$ cat src/rtl/flasher_led_monitor.sv
// flasher_led_monitor: decodes the thermometer-coded LED bus, tracks sweep direction, turns, sweeps and errors.
// Optional stall detector enabled by defining FLASH_MON_STALL_EN.
module flasher_led_monitor #(
    parameter int WIDTH       = 16,
    parameter int LVL_W       = 5,
    parameter int STALL_LIMIT = 64
) (
    input  logic             clk,
    input  logic             rst,
    input  logic [WIDTH-1:0] led_in,
    output logic [LVL_W-1:0] level,
    output logic [1:0]       dir,
    output logic             turn,
    output logic [LVL_W-1:0] turn_level,
    output logic [7:0]       sweep_cnt,
    output logic             err_code,
    output logic             err_step,
    output logic             err_any,
    output logic             stall
);
    typedef enum logic [1:0] {IDLE = 2'b00, RISE = 2'b01, FALL = 2'b10, FAULT = 2'b11} state_t;

    state_t           state_q, state_d;
    logic [WIDTH-1:0] led_q;
    logic [LVL_W-1:0] level_q, level_d, tl_q, tl_d, new_lvl;
    logic [7:0]       sweep_q, sweep_d;
    logic             turn_q, turn_d, ec_q, ec_d, es_q, es_d, any_q, any_d;
    logic [WIDTH:0]   led_x;
    logic [LVL_W:0]   delta;
    logic             legal, up, dn, jump;

    assign led_x = {1'b0, led_q};
    assign legal = (led_x & (led_x + (WIDTH+1)'(1))) == '0;
    assign delta = {1'b0, new_lvl} - {1'b0, level_q};
    assign up    = delta == (LVL_W+1)'(1);
    assign dn    = delta == '1;
    assign jump  = !(delta == '0 || up || dn);

    // Lit count of the sampled bus; only meaningful when the sample is legal.
    always_comb begin
        new_lvl = '0;
        for (int i = 0; i < WIDTH; i++) new_lvl = new_lvl + LVL_W'(led_q[i]);
    end

    // Direction FSM and per-sample output computation.
    always_comb begin
        state_d = state_q;
        level_d = level_q;
        tl_d    = tl_q;
        sweep_d = sweep_q;
        turn_d  = 1'b0;
        ec_d    = 1'b0;
        es_d    = 1'b0;
        if (!legal) begin
            ec_d    = 1'b1;
            state_d = FAULT;
        end else begin
            level_d = new_lvl;
            if (state_q == FAULT) begin
                state_d = (new_lvl == '0) ? IDLE : FAULT;
            end else if (jump) begin
                es_d    = 1'b1;
                state_d = FAULT;
            end else begin
                case (state_q)
                    IDLE: state_d = up ? RISE : IDLE;
                    RISE: if (dn) begin
                        state_d = FALL;
                        turn_d  = 1'b1;
                        tl_d    = level_q;
                    end
                    FALL: if (up) begin
                        state_d = RISE;
                        turn_d  = 1'b1;
                        tl_d    = level_q;
                    end else if (dn && new_lvl == '0) begin
                        state_d = IDLE;
                        sweep_d = (sweep_q == 8'hFF) ? sweep_q : sweep_q + 8'd1;
                    end
                    default: ;
                endcase
            end
        end
        any_d = any_q | ec_d | es_d;
    end

    // Input sample stage and registered outputs.
    always_ff @(posedge clk or negedge rst) begin
        if (!rst) begin
            led_q   <= '0;
            state_q <= IDLE;
            level_q <= '0;
            tl_q    <= '0;
            sweep_q <= '0;
            turn_q  <= 1'b0;
            ec_q    <= 1'b0;
            es_q    <= 1'b0;
            any_q   <= 1'b0;
        end else begin
            led_q   <= led_in;
            state_q <= state_d;
            level_q <= level_d;
            tl_q    <= tl_d;
            sweep_q <= sweep_d;
            turn_q  <= turn_d;
            ec_q    <= ec_d;
            es_q    <= es_d;
            any_q   <= any_d;
        end
    end

    assign level      = level_q;
    assign dir        = state_q;
    assign turn       = turn_q;
    assign turn_level = tl_q;
    assign sweep_cnt  = sweep_q;
    assign err_code   = ec_q;
    assign err_step   = es_q;
    assign err_any    = any_q;

`ifdef FLASH_MON_STALL_EN
    localparam int HW = $clog2(STALL_LIMIT + 1);
    logic [HW-1:0] hold_q, hold_d;
    logic          stall_q, stall_d;
    logic          same;

    assign same = legal && delta == '0 && (state_q == RISE || state_q == FALL);

    // Count unchanged samples while sweeping; freeze at the limit so stall fires once.
    always_comb begin
        hold_d  = same ? hold_q + HW'(hold_q != HW'(STALL_LIMIT)) : '0;
        stall_d = same && hold_q == HW'(STALL_LIMIT - 1);
    end

    // Hold counter and stall pulse registers.
    always_ff @(posedge clk or negedge rst) begin
        if (!rst) begin
            hold_q  <= '0;
            stall_q <= 1'b0;
        end else begin
            hold_q  <= hold_d;
            stall_q <= stall_d;
        end
    end

    assign stall = stall_q;
`else
    assign stall = (STALL_LIMIT < 0);
`endif
endmodule

$ cat config.mk
export PLATFORM = sky130hd
export DESIGN_NAME = flasher_led_monitor
export DESIGN_NICKNAME = d
export VERILOG_FILES = /design/src/rtl/flasher_led_monitor.sv
export SDC_FILE = /design/constraint.sdc
export NUM_CORES = 1
export LEC_CHECK = 0
export CAP_MARGIN = 20
export CORE_MARGIN = 2
export CORE_UTILIZATION = 38
export DETAILED_ROUTE_END_ITERATION = 10
export PLACE_DENSITY = 0.72
export SLEW_MARGIN = 20
export SYNTH_ARGS = -nofsm -noshare
export SYNTH_HDL_FRONTEND = slang
export SYNTH_SLANG_ARGS = --single-unit
$ cat constraint.sdc
create_clock -name clk -period 7.02 [get_ports clk]
set_input_delay 1.053 -clock clk [delete_from_list [all_inputs] [get_ports clk]]
set_output_delay 1.053 -clock clk [all_outputs]
set_load 0.02 [all_outputs]
After elaboration in Yosys (flattened, before gate mapping)
Cells that the tools add are included.
{ "totals": {"regBits": 40, "inputBits": 18, "output_inout_bits": 25} }
{ "op_classes": {"addsub": 18, "n_eq_ne": 11, "n_mux": 22, "n_bitwise": 6, "reduce_logical": 11} }
{ "ops": {"columns": ["op", "n"], "rows": [
  ["$add A5 B1 Y5", 11],
  ["$add A16 B1 Y17 const B", 1],
  ["$and A16 B17 Y17", 1],
  ["$logic_not A17 Y1", 1],
  ["$mux W2", 7],
  ["$mux W1", 10],
  ["$mux W5", 2],
  ["$pmux W5 S2", 1],
  ["$add A8 B1 Y8 const B", 1],
  ["$eq A8 B8 Y1 const B", 1],
  ["$reduce_and A7 Y1", 1],
  ["$eq A6 B1 Y1 const B", 1],
  ["$eq A6 B6 Y1 const B", 1],
  ["$logic_not A6 Y1", 1],
  ["$ne A6 B2 Y1 const B", 1],
  ["$ne A6 B6 Y1 const B", 1],
  ["$pmux W2 S3", 1],
  ["$reduce_and A6 Y1", 1],
  ["$sub A5 B5 Y6", 1],
  ["$add A4 B1 Y5", 1],
  ["$logic_not A5 Y1", 1],
  ["$ne A5 B5 Y1 const B", 1],
  ["$add A3 B1 Y4", 1],
  ["$eq A2 B2 Y1 const B", 2],
  ["other kinds (12)", 17]
]} }

Longest topological paths before layout
{ "logic_depth": {"depth_word": 24, "ltp_mapped": 20, "mapped_depth_nobuf": 19} }

Worst setup path after synthesis
Ideal clock, no wire load.
{ "synth_timing": {"path_type": "register to register", "start": "register led_q[0]", "end": "register state_q[1] (netlist: dir[1])", "setup_ns": 0.147, "arrival_time_ns": 5.033, "path_slack_ns": 1.840, "stages_incl_launch_ff": 18, "path_cell_list": "dfrtp_1 > inv_1 > fa_1 > fa_1 > fa_1 > fa_1 > inv_1 > ha_1 > and3_1 > or3_4 > and2_1 > ha_1 > nor2_1 > a21oi_2 > xor2_2 > o41a_2 > a221oi_1 > o311ai_0"} }
{ "synth_between": {"elab_chain_len": 22, "elab_cells_between_ends": 36, "cone_classes": "add/sub: 17; eq/ne: 5; mux: 6; bitwise: 1; reduce/logical: 7"} }
{ "synth_lines": {"columns": ["element", "line", "text"], "rows": [
  ["from (decl)", "24", "logic [WIDTH-1:0] led_q;"],
  ["from (signal assigned)", "100", "led_q <= led_in;"],
  ["$add A1 B1 Y2 *", "42", "for (int i = 0; i < WIDTH; i++) new_lvl = new_lvl + LVL_W'(led_q[i]);"],
  ["$add A2 B1 Y3 *", "42", null],
  ["$add A3 B1 Y4 *", "42", null],
  ["$add A4 B1 Y5 *", "42", null],
  ["$add A5 B1 Y5 * (11 in a row)", "42", null],
  ["net new_lvl[3]", "25", "logic [LVL_W-1:0] level_q, level_d, tl_q, tl_d, new_lvl;"],
  ["$sub A5 B5 Y6", "34", "assign delta = {1'b0, new_lvl} - {1'b0, level_q};"],
  ["$eq A6 B1 Y1 / $logic_not A6 Y1 (equally long branches)", "35, 37", null],
  ["$mux W2 / $logic_or A1 B1 Y1 (equally long branches)", "72, 37", null],
  ["$pmux W2 S3 / $logic_or A1 B1 Y1 (equally long branches)", "65, 37", null],
  ["$mux W2", "61", "end else if (jump) begin"],
  ["$mux W2", "59", "if (state_q == FAULT) begin"],
  ["$mux W2", "54", "if (!legal) begin"],
  ["to (signal assigned)", "101", "state_q <= state_d;"],
  ["to (decl)", "23", "state_t state_q, state_d;"]
]} }
The timed path passes the listed nets; every way through them passes the cells marked *.
A chain may end at the register's enable or synchronous reset.

Worst setup path in the final report
{ "layout_timing": {"start": "register led_q[0]", "end": "register tl_q[3] (netlist: turn_level[3])"} }
{ "layout_between": {"elab_chain_len": 20, "elab_cells_between_ends": 27, "cone_classes": "add/sub: 17; eq/ne: 4; bitwise: 1; reduce/logical: 5"} }
{ "layout_lines": {"columns": ["element", "line", "text"], "rows": [
  ["$add A1 B1 Y2 *", "42", null],
  ["$add A2 B1 Y3 *", "42", null],
  ["$add A3 B1 Y4 *", "42", null],
  ["$add A4 B1 Y5 *", "42", null],
  ["$add A5 B1 Y5 * (11 in a row)", "42", null],
  ["net new_lvl[3]", "25", null],
  ["$sub A5 B5 Y6 *", "34", null],
  ["$eq A6 B1 Y1 / $logic_not A6 Y1 (equally long branches)", "35, 37", null],
  ["$logic_or A1 B1 Y1 (2 in a row)", "37", "assign jump = !(delta == '0 || up || dn);"],
  ["$reduce_and A6 Y1 (no line) *", null, null],
  ["to (signal assigned)", "103", "tl_q <= tl_d;"],
  ["to (decl)", "25", null]
]} }
Marks and branches as above.

==> metrics.md <==
| Metric | Value |
|---|---|
| Multi-input gate area | `1300 um2` |
| Async set-reset flop share out of synthesis | `100%` |
| Synthesized instance count | `232` |
| Clock root cell | `clkbuf_8` |
| Most used cell, CP | `fa_1` |
| Drc violations | `0` |
| Die H | `84.7 um` |
| Worst setup path class | `reg -> reg` |
| Fin nets | `320` |
| Core Footprint | `about 6300 um2` |
| Crit-path cells | `inv_1 > fa_1 > fa_1 > fa_1 > fa_1 > inv_1 > ha_1 > and3_1 > or3_4 > and2_1 > ha_1 > nor2_1 > a21oi_2 > xor2_2 > and3_1 > o2111ai_2 > mux2_1` |
| Initial core utilization | `between 30% and 40%` |
| Area delta synth->final | `22.2%` |
| Flop pwr share | `28.0%` |
| Post-Route Setup TNS | `0 ns` |
| Status | `complete, no violations` |
| Crit end category | `flop` |
| Placed inst area | `2930 um2` |
| Pins Over Slew Limit | `0` |
| Cts bufs inserted | `5` |
| Clk_lat worst skew | `0.30 ns` |
| Crit share post-route | `79.3%` |
| Post-CTS setup buffer count | `0` |
| VDD IR max | `0.181 mV` |
| Most frequent cells in the layout | `dfrtp_1 (40), clkdlybuf4s50_1 (40), inv_1 (33)` |
| Routed Antenna Nets | `0` |
| Share of cells above drive strength 1 | `8.73%` |
| Slew Limit Headroom | `42.7%` |
| Hold Fails Final Rpt | `0` |
| Initial antenna violation count | `0` |
| CP peak stage delay | `between 0.5 and 0.6 ns` |
| I/O pin total | `43` |
| # setup viols final | `0` |
| DR WL/cell | `around 14 um` |
| Diodes inserted | `0` |
| Via count | `between 1500 and 2000` |
| Yosys Warn Count | `0` |
| Crit path max fanout | `8` |
| CP Launch Type | `flop` |
| CP arrival | `roughly 5.8 ns` |
| TritonCTS clock tree | `done` |
| Worst Hold Launch | `err_any$_DFF_PN0_` |
| Pwr per Cell Area | `between 200 and 300 nW/um2` |
| GRT Max-Usage Layer | `met2` |
| Die width | `84.7 um` |
| Switching Share | `43.3%` |
| M1 GR Usage | `16.9%` |
| Combinational Power Share | `53.5%` |
| CTS max path bufs | `2` |
| Area share of the largest cell type after synthesis | `40.4%` |
| Drt pass-1 iters | `4` |
| Top area cells in the synthesized netlist | `dfrtp_1 (40%), fa_1 (8.9%), ha_1 (8.6%)` |
| Clock sink count | `40` |
| Max frequency | `180 MHz` |
| Worst setup startpoint | `led_q[0]$_DFF_PN0_` |
| Final GP Congestion | `0.870` |
| Clock transition at path regs | `0.08 ns` |
| Global routing usage on met3 | `2.95%` |
| Buffers added on ports | `41` |
| Tmin final | `5.57 ns` |
| Leakage power total | `roughly 1.4 nW` |
| Hold crit path type | `reg -> reg` |
| Largest net degree at the start of global routing | `approximately 40` |
| Initial DRC Count | `43` |
| Reg area | `roughly 1000 um2` |
| Reg2reg start | `led_q[0]$_DFF_PN0_` |
| RSZ-0062 raised after global routing | `false` |
| First-pass GRT wire length | `8280 um` |
| Number of max-cap violations | `0` |
| Internal | `487 uW` |
| Fillers | `604` |
| Register area share after synthesis | `40.4%` |
| Post-synth EDFFs | `0` |
| Synth Flop Type | `dfrtp_1` |
| CTS resizes | `0` |
| Detailed placement HPWL | `3690 um` |
| Slew @ Worst Pin | `0.859 ns` |
| P_sw | `372 uW` |
| Post-Syn Area | `between 2000 and 2500 um2` |
| Routing usage on met2 | `26.1%` |
| Yosys cell types | `55` |
| Total length of routed wires | `4790 um` |
| Gr usage total | `between 10% and 20%` |
| Cts hold-fix bufs | `0` |
| Worst clock skew | `0.0103 ns` |
| Synth Register Bits | `40` |
| Largest area contributor in the synthesized netlist | `dfrtp_1` |
| Clock power frac | `18.5%` |
| Vias in the first global route | `1864` |
| Congestion Overflow GR | `0` |
| Syn_area_per_cell | `10.7 um2` |
| Syn nets | `278` |
| H-tree Lvls | `2` |
| Via/cell ratio | `5.20` |
| Num rows | `29` |
| Die area | `7170 um2` |
| Non-Filler Cell Area, Final | `3020 um2` |
| Required time of the critical path | `7.20 ns` |
| Slowest cell on crit path | `fa_1` |
area by class of cell:
cell class              instances  area share, %
multi-input cells             152           43.1
flip-flops and latches         40           33.1
repair buffers                 41           13.4
inverters                      34           4.22
well taps                      77           3.19
clock buffers                   8           2.98
kinds of logic (layout without fill, tap and decap cells):
kind of cell	after synthesis	in the layout	share of synthesized area, %
simple gates	65	65	15.1
flops	40	40	40.4
buf+inv	40	83	6.88
compound gates	39	39	12.0
fa+ha+maj	28	28	17.5
xor+xnor	11	11	4.20
mux	8	8	3.74
other cells	1	1	0.152
per-stage QoR:
stage | worst slack [ns] | total power, mW | util, % | hold slack (ns) | std cells
2_1_floorplan | 1.84 | 0.609 | - | 0.592 | 232
3_3_place_gp | 1.55 | 0.684 | 46.5 | 0.453 | 344
3_5_place_dp | 1.44 | 0.699 | 46.5 | 0.459 | 344
4_1_cts | 1.41 | 0.865 | 47.9 | 0.478 | 352
5_1_grt | 1.14 | 0.938 | 47.9 | 0.500 | 352
6_report | 1.45 | 0.858 | 47.9 | 0.470 | 352
metal layers:
layer,vias up,wire (um)
met2,54,2480
met5,-,0
met1,884,2050
met3,5,217
li1,887,-
met4,0,46
registers in the layout, indices dropped and copies added, names as in the netlist:
name / cells
level: 5
err_code: 1
turn: 1
err_any: 1
led_q: 16
turn_level: 5
err_step: 1
sweep_cnt: 8
dir: 2
worst max-delay path: cells and delay by family (launching register included):
| family | cells | cell delay (ns) |
|---|---|---|
| AOI/OAI and AO/OA | 2 | 0.41 |
| xor gates and xnor gates | 1 | 0.32 |
| adders and majority gates | 6 | 2.62 |
| buffers and inverters | 2 | 0.16 |
| DFF | 1 | 0.37 |
| muxes | 1 | 0.41 |
| and+or+nand+nor | 5 | 1.17 |
power by group through the flow:
| stage | Clock [mW] | Combinational (mW) | Sequential (mW) |
|---|---|---|---|
| 2_1_floorplan | 0 | 0.366 | 0.243 |
| 3_3_place_gp | 0 | 0.439 | 0.244 |
| 3_5_place_dp | 0 | 0.454 | 0.245 |
| 4_1_cts | 0.165 | 0.460 | 0.240 |
| 5_1_grt | 0.176 | 0.521 | 0.241 |
| 6_report | 0.159 | 0.459 | 0.240 |
Yosys cell counts (all sizes together), types with 2 or more instances:
cell type,n
dfrtp,40
inv,34
ha,17
nand2,12
fa,11
nand4,10
nor2,10
o21ai,10
mux2,7
nand3,7
xnor2,7
a21oi,6
buf,6
nor3,5
and3,4
xor2,4
and2,3
nor4,3
o2111ai,3
o211ai,3
o41ai,3
or3,3
a211oi,2
and4,2
nand2b,2
nor2b,2
final timing paths:
check / end / slack (ns) / cells past startpoint
worst min-delay path: err_any$_DFF_PN0_ / 0.47 / 1
min in group asynchronous: turn$_DFF_PN0_ / 0.87 / 1
worst max-delay path: turn_level[3]$_DFFE_PN0P_ / 1.45 / 17
worst min register to register: err_any$_DFF_PN0_ / 0.47 / 1
max in group asynchronous: sweep_cnt[0]$_DFFE_PN0P_ / 5.61 / 1
worst max register to register: turn_level[3]$_DFFE_PN0P_ / 1.45 / 17
(Power assumes the default switching activity.)
